`config.mk`:
```
export PLATFORM = sky130hd
export DESIGN_NAME = digest_readout
export DESIGN_NICKNAME = d
export VERILOG_FILES = /design/src/rtl/sha256_pkg.sv /design/src/rtl/digest_readout.sv
export SDC_FILE = /design/constraint.sdc
export NUM_CORES = 1
export LEC_CHECK = 0
export CAP_MARGIN = 20
export CORE_MARGIN = 4
export CORE_UTILIZATION = 50
export CTS_BUF_LIST = sky130_fd_sc_hd__clkbuf_2 sky130_fd_sc_hd__clkbuf_4 sky130_fd_sc_hd__clkbuf_8
export CTS_CLUSTER_SIZE = 20
export DETAILED_ROUTE_END_ITERATION = 12
export DONT_BUFFER_PORTS = 1
export PLACE_DENSITY = 0.73
export SYNTH_ARGS = -nofsm -noshare
export SYNTH_HDL_FRONTEND = slang
export SYNTH_SLANG_ARGS = --single-unit
```
`constraint.sdc`:
```
create_clock -name clk -period 2.5 [get_ports clk]
set_input_delay 0.375 -clock clk [delete_from_list [all_inputs] [get_ports clk]]
set_output_delay 0.375 -clock clk [all_outputs]
set_load 0.01 [all_outputs]
```
`src/rtl/sha256_pkg.sv`:
```
// rtl/sha256_pkg.sv - SHA-256 hash-state constants, FSM state type and byte-swap helper.
package sha256_pkg;

  localparam int SHA256_WORDS = 8;
  localparam int SHA256_WIDTH = 32;

  // Initial hash values H0..H7, H0 in the MSBs.
  localparam logic [SHA256_WORDS*SHA256_WIDTH-1:0] H_INIT = {
    32'h6a09e667, 32'hbb67ae85, 32'h3c6ef372, 32'ha54ff53a,
    32'h510e527f, 32'h9b05688c, 32'h1f83d9ab, 32'h5be0cd19
  };

  typedef enum logic [0:0] {
    IDLE = 1'b0,
    SEND = 1'b1
  } state_t;

  function automatic logic [31:0] bswap32(input logic [31:0] w);
    return {w[7:0], w[15:8], w[23:16], w[31:24]};
  endfunction

endpackage

```
`src/rtl/digest_readout.sv`:
```
// rtl/digest_readout.sv - captures a completed SHA-256 digest into a shadow register and streams it out word by word.
module digest_readout
  import sha256_pkg::*;
#(
  parameter int WORDS     = SHA256_WORDS,
  parameter int WIDTH     = SHA256_WIDTH,
  parameter int BYTE_SWAP = 0
) (
  input  logic                   clk,
  input  logic                   rst_n,
  input  logic                   digest_valid,
  input  logic [WORDS*WIDTH-1:0] digest_in,
  output logic                   digest_ready,
  output logic [WIDTH-1:0]       out_data,
  output logic                   out_valid,
  input  logic                   out_ready,
  output logic                   out_last,
  output logic                   busy,
  output logic                   overrun,
  input  logic                   clear_overrun
);

  localparam int IW = (WORDS > 1) ? $clog2(WORDS) : 1;
  localparam logic [IW-1:0] LAST_IDX = IW'(WORDS - 1);

  state_t           state;
  logic [WIDTH-1:0] shadow [WORDS];
  logic [IW-1:0]    idx;
  logic [IW-1:0]    idx_nxt;
  logic             on_last;
  logic             xfer;
  logic             accept;
  logic             drop;

  // Byte reversal is applied only on the way out; the shadow keeps words as captured.
  function automatic logic [WIDTH-1:0] present(input logic [WIDTH-1:0] w);
    logic [WIDTH-1:0] r;
    r = w;
    if (BYTE_SWAP != 0) begin
      for (int b = 0; b < WIDTH / 8; b++) begin
        r[b*8 +: 8] = w[WIDTH-8-b*8 +: 8];
      end
    end
    return r;
  endfunction

  assign idx_nxt = idx + 1'b1;
  assign on_last = (state == SEND) && (idx == LAST_IDX);
  assign xfer    = out_valid && out_ready;

  // Ready while the final word handshakes so a new digest follows with no bubble.
  assign digest_ready = (state == IDLE) || (on_last && out_ready);
  assign accept       = digest_valid && digest_ready;
  assign drop         = digest_valid && !digest_ready;

  always_ff @(posedge clk or negedge rst_n) begin
    if (!rst_n) begin
      state     <= IDLE;
      idx       <= '0;
      overrun   <= 1'b0;
      out_valid <= 1'b0;
      out_last  <= 1'b0;
      busy      <= 1'b0;
      out_data  <= '0;
      for (int i = 0; i < WORDS; i++) begin
        shadow[i] <= '0;
      end
    end else begin
      if (drop) begin
        overrun <= 1'b1;
      end else if (clear_overrun) begin
        overrun <= 1'b0;
      end

      if (accept) begin
        for (int i = 0; i < WORDS; i++) begin
          shadow[i] <= digest_in[(WORDS-1-i)*WIDTH +: WIDTH];
        end
        idx       <= '0;
        state     <= SEND;
        out_valid <= 1'b1;
        busy      <= 1'b1;
        out_last  <= (WORDS == 1);
        out_data  <= present(digest_in[WORDS*WIDTH-1 -: WIDTH]);
      end else if (xfer) begin
        if (idx == LAST_IDX) begin
          state     <= IDLE;
          idx       <= '0;
          out_valid <= 1'b0;
          busy      <= 1'b0;
          out_last  <= 1'b0;
          out_data  <= '0;
        end else begin
          idx      <= idx_nxt;
          out_data <= present(shadow[idx_nxt]);
          out_last <= (idx_nxt == LAST_IDX);
        end
      end
    end
  end

endmodule

```
After elaboration in Yosys (flattened, before gate mapping)
Index checks and enable logic that the tools add are counted.
Widths: inputs -> output; s select.
{"block": "word_totals", "ff_bits": 294, "input_bits": 261, "out_inout_bits": 37, "elab_cells": 47}
{"block": "classes", "add_sub_neg": 1, "order_cmp": 1, "eq_ne": 2, "muxes": 17, "bitwise": 2, "n_reduce_logical": 11}
{"operator": "$mux 32", "count": 5}
{"operator": "$bmux 32 s3", "count": 1}
{"operator": "$mux 3", "count": 3}
{"operator": "$mux 1", "count": 8}
{"operator": "$eq 3x3->1 const B", "count": 2}
{"operator": "$reduce_bool 2->1", "count": 3}
{"operator": "$logic_and 1x1->1", "count": 5}
{"operator": "$ge 4x4->1 const B", "count": 1}
{"operator": "$not 3->4", "count": 1}
{"operator": "$add 3x1->3 const B", "count": 1}
{"operator": "$reduce_and 2->1", "count": 1}
{"operator": "$logic_not 1->1", "count": 1}
{"operator": "$logic_or 1x1->1", "count": 1}
{"operator": "$not 1->1", "count": 1}

Depth between registers and ports, before layout
Gate-level depths: netlist (run 1).
{"block": "logic_depth", "word_depth": 8, "ltp_mapped": 11}

Worst setup path after synthesis (run 1)
OpenSTA, ideal clock, no wires.
{"block": "synth_path", "path_type": "reg2reg", "startpoint": "reg idx[0]", "endpoint": "reg out_data[30]", "setup_ns": 0.136, "t_arrival_ns": 2.040, "t_required_ns": 2.364, "slack_ns": 0.324, "path_stages_with_launch": 12, "n_path_buf": 5, "synth_period_minus_slack_ns": 2.176, "path_cell_list": "dfrtp_1 -> buf_2 -> buf_6 -> buf_2 -> inv_1 -> ha_1 -> nor2b_1 -> clkbuf_1 -> clkbuf_1 -> a22oi_1 -> nand2_1 -> o21ai_0"}
{"block": "synth_between", "elab_chain_len": 8, "elab_cells_between_ends": 14}
{"item": "start, declared", "line": "digest_readout.sv:28", "text": "logic [IW-1:0] idx;"}
{"item": "start signal, assigned", "line": "digest_readout.sv:94", "text": "idx <= idx_nxt;"}
{"item": "$add 3x1->3", "line": "digest_readout.sv:47", "text": "assign idx_nxt = idx + 1'b1;"}
{"item": "$not 3->4 (not written as such)", "line": "digest_readout.sv:95", "text": "out_data <= present(shadow[idx_nxt]);"}
{"item": "$bmux 32 s3", "line": "digest_readout.sv:95"}
{"item": "$mux 32 (not written as such) (2 in a row)", "line": "digest_readout.sv:95"}
{"item": "$mux 32", "line": "digest_readout.sv:86", "text": "if (idx == LAST_IDX) begin"}
{"item": "$mux 32", "line": "digest_readout.sv:85", "text": "end else if (xfer) begin"}
{"item": "$mux 32", "line": "digest_readout.sv:75", "text": "if (accept) begin"}
{"item": "end signal, assigned", "line": "digest_readout.sv:84", "text": "out_data <= present(digest_in[WORDS*WIDTH-1 -: WIDTH]);"}
{"item": "end signal, assigned", "line": "digest_readout.sv:95"}
{"item": "end, declared", "line": "digest_readout.sv:14", "text": "output logic [WIDTH-1:0] out_data,"}
Several ways; a longest one is shown, not always the timed one. The select of a mux whose other input is x is not followed.
A chain may end at the register's enable or synchronous reset.

Worst setup path in the final report (run 1)
{"block": "layout_path", "startpoint": "reg idx[0]", "endpoint": "reg out_data[20]"}
The elaborated chain is that of the path after synthesis.

==> results.cfg, run 1 <==
[synthesis]
synth_nets = 1277
yosysTopAreaCell = dfrtp_1
synth.distinct_cells = 32
synth.top_cell.area_share_pct = 49.8
syn-cell-area_sq_um = 14800
synth_area_leaders = dfrtp_1, mux2_4, mux2i_1
synthCells = 1013
yosysSeqAreaShare_pct = 49.8
ys_ff_latch = 294
ys.warnings.count = 0
postSynthAreaPerCell_sq_um = 14.6

[global_routing]
grt_usage_pct = 24.5
grt_pass1_wl_um = 63900
grt_pass1_vias = 10921
grt_start_max_net_pins = 295
antenna_found_initial = 2
grt.overflow.total = 0

[sta]
min_period_ps = 2340
rsz0062_at_grt = no
fin_crit_sh_pct = 93.4
max_freq_mhz = 428
layout_setup_ws_ps = 165
worstMarginPinSlew_ps = 1040
finalSetupTns_ps = 0
finalClockSkew_ps = 20.9
maxSlewViolCount = 0
max_slew_margin_pct = 30.6
setup_violations = 0
hold_viol = 294
hold_slack_ps = -468

[route]
viasPerCell = 5.80
drcViolationCount = 0
wl_per_cell_um = 24.3
antenna_left = 0
drt_pass1_iterations = 5
vias = 9797
drt-initial-drc-count = 607
wirelength_um = 41000

[die]
core_sq_um = 28900
die_h_um = 180
die_x_um = 180
die_area_sq_um = 32400
start_util_pct = 51.1
rows = 62
io_pins = 298

[power]
power_switching_mw = 7.98
swShare_pct = 34.5
power_density_nw_per_um2 = 1240
power_frac_seq_pct = 38.6
p_comb_share_pct = 42.0
total_power_mw = 23.1
cell_internal_pwr_mw = 15.1
leakage_nw = 9.02
power_frac_clock_pct = 19.4
peakVddDrop_mv = 0.791

[critical_path]
cp_common_cell = ha_1
end_kind = flip-flop
arrival_ps = 2750
max_stage_delay_ps = 800
path_cells = ha_1, ha_1, and2_2, a22oi_1, nand2_1, o21ai_0
r2r-end = out_data[20]$_DFFE_PN0P_
cp_num_buf_inv = 0
cp-start-kind = flip-flop
cp_max_fo = 32
critical_path_class = reg2reg
worstPathRequired_ps = 2910
rr_worst_depth = 6
rrSetupSlack_ps = 160
cpLargestDelayFamily = simple AND/OR/NAND/NOR gates
r2r_start = idx[0]$_DFFE_PN0P_
cp_slowest_cell = and2_2

[clock_network]
hold_buffers = 258
cts_max_path_buffers = 3
postCtsSetupBuffers = 0
insertion_delay_ps = 560
cts_tree = built
cts_resized = 0
htree_levels = 2
cts_root_buffer = clkbuf_8
path_clk_slew_ps = 60
cts.sinks = 294
cts_buffers = 50

[cells_and_area]
layout.cells.non_filler = 1689
finish.utilization_pct = 64.2
nets = 1535
nFillCells = 1981
stdcell_area_sq_um = 18600
syn2layout_area_growth_pct = 25.6
drive_above_1_share_pct = 28.9

[placed_design]
placed_cells = 1345
dp_worst_setup_slack_ps = 209
finalWeightedCongestion = 0.794
postPlaceCellArea_sq_um = 15000
io_buffer_count = 0
hpwl_um = 22700

[hold_path]
hp-class = in2async

[outcome]
outcome = complete, but fails checks
violations = negative hold slack

[job]
max_cap_violations = 0
## placed cells by master, fill, tap and decap left out, types with 5 or more instances in the layout
| master | count |
|---|---|
| a22oi_1 | 64 |
| nor2_1 | 35 |
| nand2_1 | 36 |
| dlygate4sd3_1 | 258 |
| mux2i_1 | 161 |
| buf_12 | 15 |
| a221oi_1 | 32 |
| mux2_2 | 39 |
| dfrtp_1 | 292 |
| buf_4 | 10 |
| clkbuf_8 | 63 |
| o21ai_1 | 5 |
| clkinv_2 | 8 |
| o21ai_0 | 30 |
| mux2_4 | 217 |
| clkbuf_4 | 10 |
## power groups by stage
stage | Sequential (mW) | Clock, mW | Combinational (mW)
after floorplan | 8.26 | 0 | 7.38
after global placement | 8.70 | 0 | 8.90
after detailed placement | 8.82 | 0 | 9.13
after CTS | 8.76 | 4.56 | 9.54
after global routing | 9.15 | 4.81 | 10.4
final | 8.92 | 4.47 | 9.71
## cells by family after synthesis
group	share of synthesized area, %
AND/OR/NAND/NOR	2.30
multiplexers	35.9
flip-flops	49.8
AO/OA/AOI/OAI	6.71
buffers and inverters	5.04
adder cells (fa/ha/maj)	0.254
## metal layers
metal / routed length, um / GRT usage, % / vias up
met5: 0 / 0 / -
met2: 20100 / 41.6 / 463
met4: 1380 / 9.02 / 0
met3: 3010 / 6.39 / 112
met1: 16500 / 30.3 / 4975
li1: - / - / 4247
## worst reg2reg max path, delay by kind of cell (launching register included)
family | cells | cell delay, ps
AO/OA/AOI/OAI | 2 | 290
adder cells (fa/ha/maj) | 2 | 490
flip-flops | 1 | 490
AND/OR/NAND/NOR | 2 | 920
## cell type report
class                           instances  area [sq um]  share of cell area (%)
Sequential cell                       294          7360                    39.7
Multi-Input combinational cell        638          6720                    36.2
Timing Repair Buffer                  283          2960                    15.9
Clock buffer                           73           942                    5.07
Tap cell                              384           480                    2.59
Clock inverter                         11          85.1                   0.458
Inverter                                4          15.0                  0.0809
Antenna cell                            2          5.00                  0.0270
## registers in the layout (all words and copies together), names as in the netlist
register and flops:
idx 3, out_data 32, out_last 1, overrun 1, shadow 256, state 1
## how the worst max path moves through the flow
stage / slack, ps / cells after the start / startpoint / endpoint
after floorplan: 320 / 11 / idx[0]$_DFFE_PN0P_ / out_data[30]$_DFFE_PN0P_
after global placement: 260 / 7 / idx[0]$_DFFE_PN0P_ / shadow[7]$_DFFE_PN0P_
after detailed placement: 210 / 6 / idx[0]$_DFFE_PN0P_ / out_data[4]$_DFFE_PN0P_
after CTS: 180 / 6 / idx[0]$_DFFE_PN0P_ / out_data[12]$_DFFE_PN0P_
after global routing: 30 / 6 / idx[0]$_DFFE_PN0P_ / out_data[11]$_DFFE_PN0P_
final: 160 / 6 / idx[0]$_DFFE_PN0P_ / out_data[20]$_DFFE_PN0P_
## cells in the mapped netlist
cell / instances
buf_12: 20
nand3b_1: 1
o21ai_0: 30
a21bo_4: 1
nand2_1: 36
buf_4: 10
inv_1: 4
o21ai_1: 5
nand2_2: 1
mux2_4: 217
buf_1: 3
o41ai_2: 1
a22o_1: 1
nor2_1: 36
buf_8: 2
a22oi_1: 64
nor3b_1: 1
mux2_2: 39
nor2b_1: 3
ha_1: 3
o31ai_1: 1
buf_2: 14
and3_1: 1
a221oi_1: 32
nand2_4: 1
o22ai_1: 1
dfrtp_1: 294
and2_1: 1
buf_6: 5
nand2b_1: 1
clkbuf_1: 23
mux2i_1: 161
Power figures use the tool's default switching activity.
==> run 2: changes to the inputs <==
--- a/config.mk
+++ b/config.mk
@@ -13,6 +13,7 @@
 export DETAILED_ROUTE_END_ITERATION = 12
 export DONT_BUFFER_PORTS = 1
 export PLACE_DENSITY = 0.73
+export SETUP_SLACK_MARGIN = 0.2
 export SYNTH_ARGS = -nofsm -noshare
 export SYNTH_HDL_FRONTEND = slang
 export SYNTH_SLANG_ARGS = --single-unit
==> results.cfg, run 2 (synthesized netlist as in run 1, its figures left out) <==
[cells_and_area]
final_common_cell = dfrtp_1
multiInputGateArea_sq_um = 6720
largest_reg_flops = 256
final_cell_mix = dfrtp_1, dlygate4sd3_1, mux2_4
nFillCells = 1971
regArea_sq_um = 7360
nets = 1537
syn2layout_area_growth_pct = 26.2
stdcell_area_sq_um = 18700
drive_above_1_share_pct = 29.0
top_register = shadow
reg_top3 = shadow (256), out_data (32), idx (3)

[critical_path]
end_kind = flip-flop
critical_path_class = reg2reg
rr_worst_depth = 7
cp-start-kind = flip-flop
r2r_start = idx[0]$_DFFE_PN0P_
worstPathRequired_ps = 2930
arrival_ps = 2710
cp_max_fo = 27
rrSetupSlack_ps = 220
r2r-end = shadow[0]$_DFFE_PN0P_

[hold_path]
hp-class = in2async

[sta]
max_slew_margin_pct = 30.0
rsz0062_at_grt = yes
hold_slack_ps = -466
fin_crit_sh_pct = 91.3
setup_violations = 0
max_freq_mhz = 438
worstMarginPinSlew_ps = 1050
finalSetupTns_ps = 0
min_period_ps = 2280
maxSlewViolCount = 0
layout_setup_ws_ps = 218
finalClockSkew_ps = 24.2
hold_viol = 294

[job]
max_cap_violations = 0

[clock_network]
cts_tree = built
htree_levels = 2
cts_buffers = 50
path_clk_slew_ps = 60
insertion_delay_ps = 560
cts.sinks = 294
cts_max_path_buffers = 3
hold_buffers = 258
cts_root_buffer = clkbuf_8

[power]
power_density_nw_per_um2 = 1240
leakage_nw = 9.06
total_power_mw = 23.2
peakVddDrop_mv = 0.791

[global_routing]
grt_start_max_net_pins = 295
grt.overflow.total = 0
grt_pass1_vias = 10921
antenna_found_initial = 2
grt_usage_pct = 24.5
grt_pass1_wl_um = 63900

[die]
die_x_um = 180
rows = 62
start_util_pct = 51.1
core_sq_um = 28900
io_pins = 298
die_h_um = 180
die_area_sq_um = 32400

[route]
vias = 9846
wl_per_cell_um = 24.5
viasPerCell = 5.82
wirelength_um = 41300
antenna_left = 0
drt-initial-drc-count = 625
drcViolationCount = 0
drt_pass1_iterations = 5

[outcome]
outcome = complete, but fails checks
violations = negative hold slack

[placed_design]
dp_worst_setup_slack_ps = 209
io_buffer_count = 0
finalWeightedCongestion = 0.794
hpwl_um = 22700
postPlaceCellArea_sq_um = 15000
## run 2: cell types whose count changed in the layout (fill, tap and decap cells not counted), sizes merged
cell | before | now
clkbuf | 73 | 75
## run 2: cell type report
cell class	count	share of cell area, %
clock buffer	73	5.05
antenna	2	0.0268
inverter	4	0.0805
timing repair buffer	285	16.3
sequential	294	39.5
multi-input combinational	638	36.0
tap	384	2.58
clock inverter	11	0.456
## run 2: how the worst max path moves through the flow
stage	start	endpoint	slack, ps	depth (start not counted)
2_1_floorplan	idx[0]$_DFFE_PN0P_	out_data[30]$_DFFE_PN0P_	320	11
3_3_place_gp	idx[0]$_DFFE_PN0P_	shadow[7]$_DFFE_PN0P_	260	7
3_5_place_dp	idx[0]$_DFFE_PN0P_	out_data[4]$_DFFE_PN0P_	210	6
4_1_cts	idx[0]$_DFFE_PN0P_	shadow[7]$_DFFE_PN0P_	210	7
5_1_grt	idx[0]$_DFFE_PN0P_	shadow[4]$_DFFE_PN0P_	150	7
6_report	idx[0]$_DFFE_PN0P_	shadow[0]$_DFFE_PN0P_	220	7
## run 2: worst max-delay path, stage by stage (launching register included)
cell and delay (ps):
dfrtp_4 490, ha_1 210, ha_1 210, a21bo_4 280
nand2_8 120, buf_16 230, buf_12 230, mux2_2 350
## run 2: repair_timing
action	in CTS	in global routing
endpoints found under the setup margin	4	61
setup buffers	0	0
resized for setup	1	6
gates cloned	0	2
endpoints found under the hold margin	585	294
## run 2: power breakdown
group | switching [mW] | internal [mW] | leakage, nW
Combinational | 4.25 | 5.52 | 4.94
Clock | 1.96 | 2.51 | 0.545
Sequential | 1.79 | 7.14 | 3.58
Total | 8.00 | 15.2 | 9.06
## run 2: layer usage
| layer | GRT usage [%] | vias to the layer above | wire length [um] | share of wire [%] |
|---|---|---|---|---|
| met1 | 30.3 | 4983 | 16500 | 40 |
| li1 | - | 4259 | - | - |
| met4 | 9.02 | 0 | 1290 | 3.1 |
| met5 | 0 | - | 0 | 0 |
| met2 | 41.6 | 493 | 20400 | 49 |
| met3 | 6.39 | 111 | 3100 | 7.5 |
## run 2: metrics by stage
stage	cells	utilization, %
detailed placement	1345	51.7
global placement	1345	51.7
floorplan	1013	-
CTS	1687	64.2
finish	1691	64.5
global route	1691	64.5
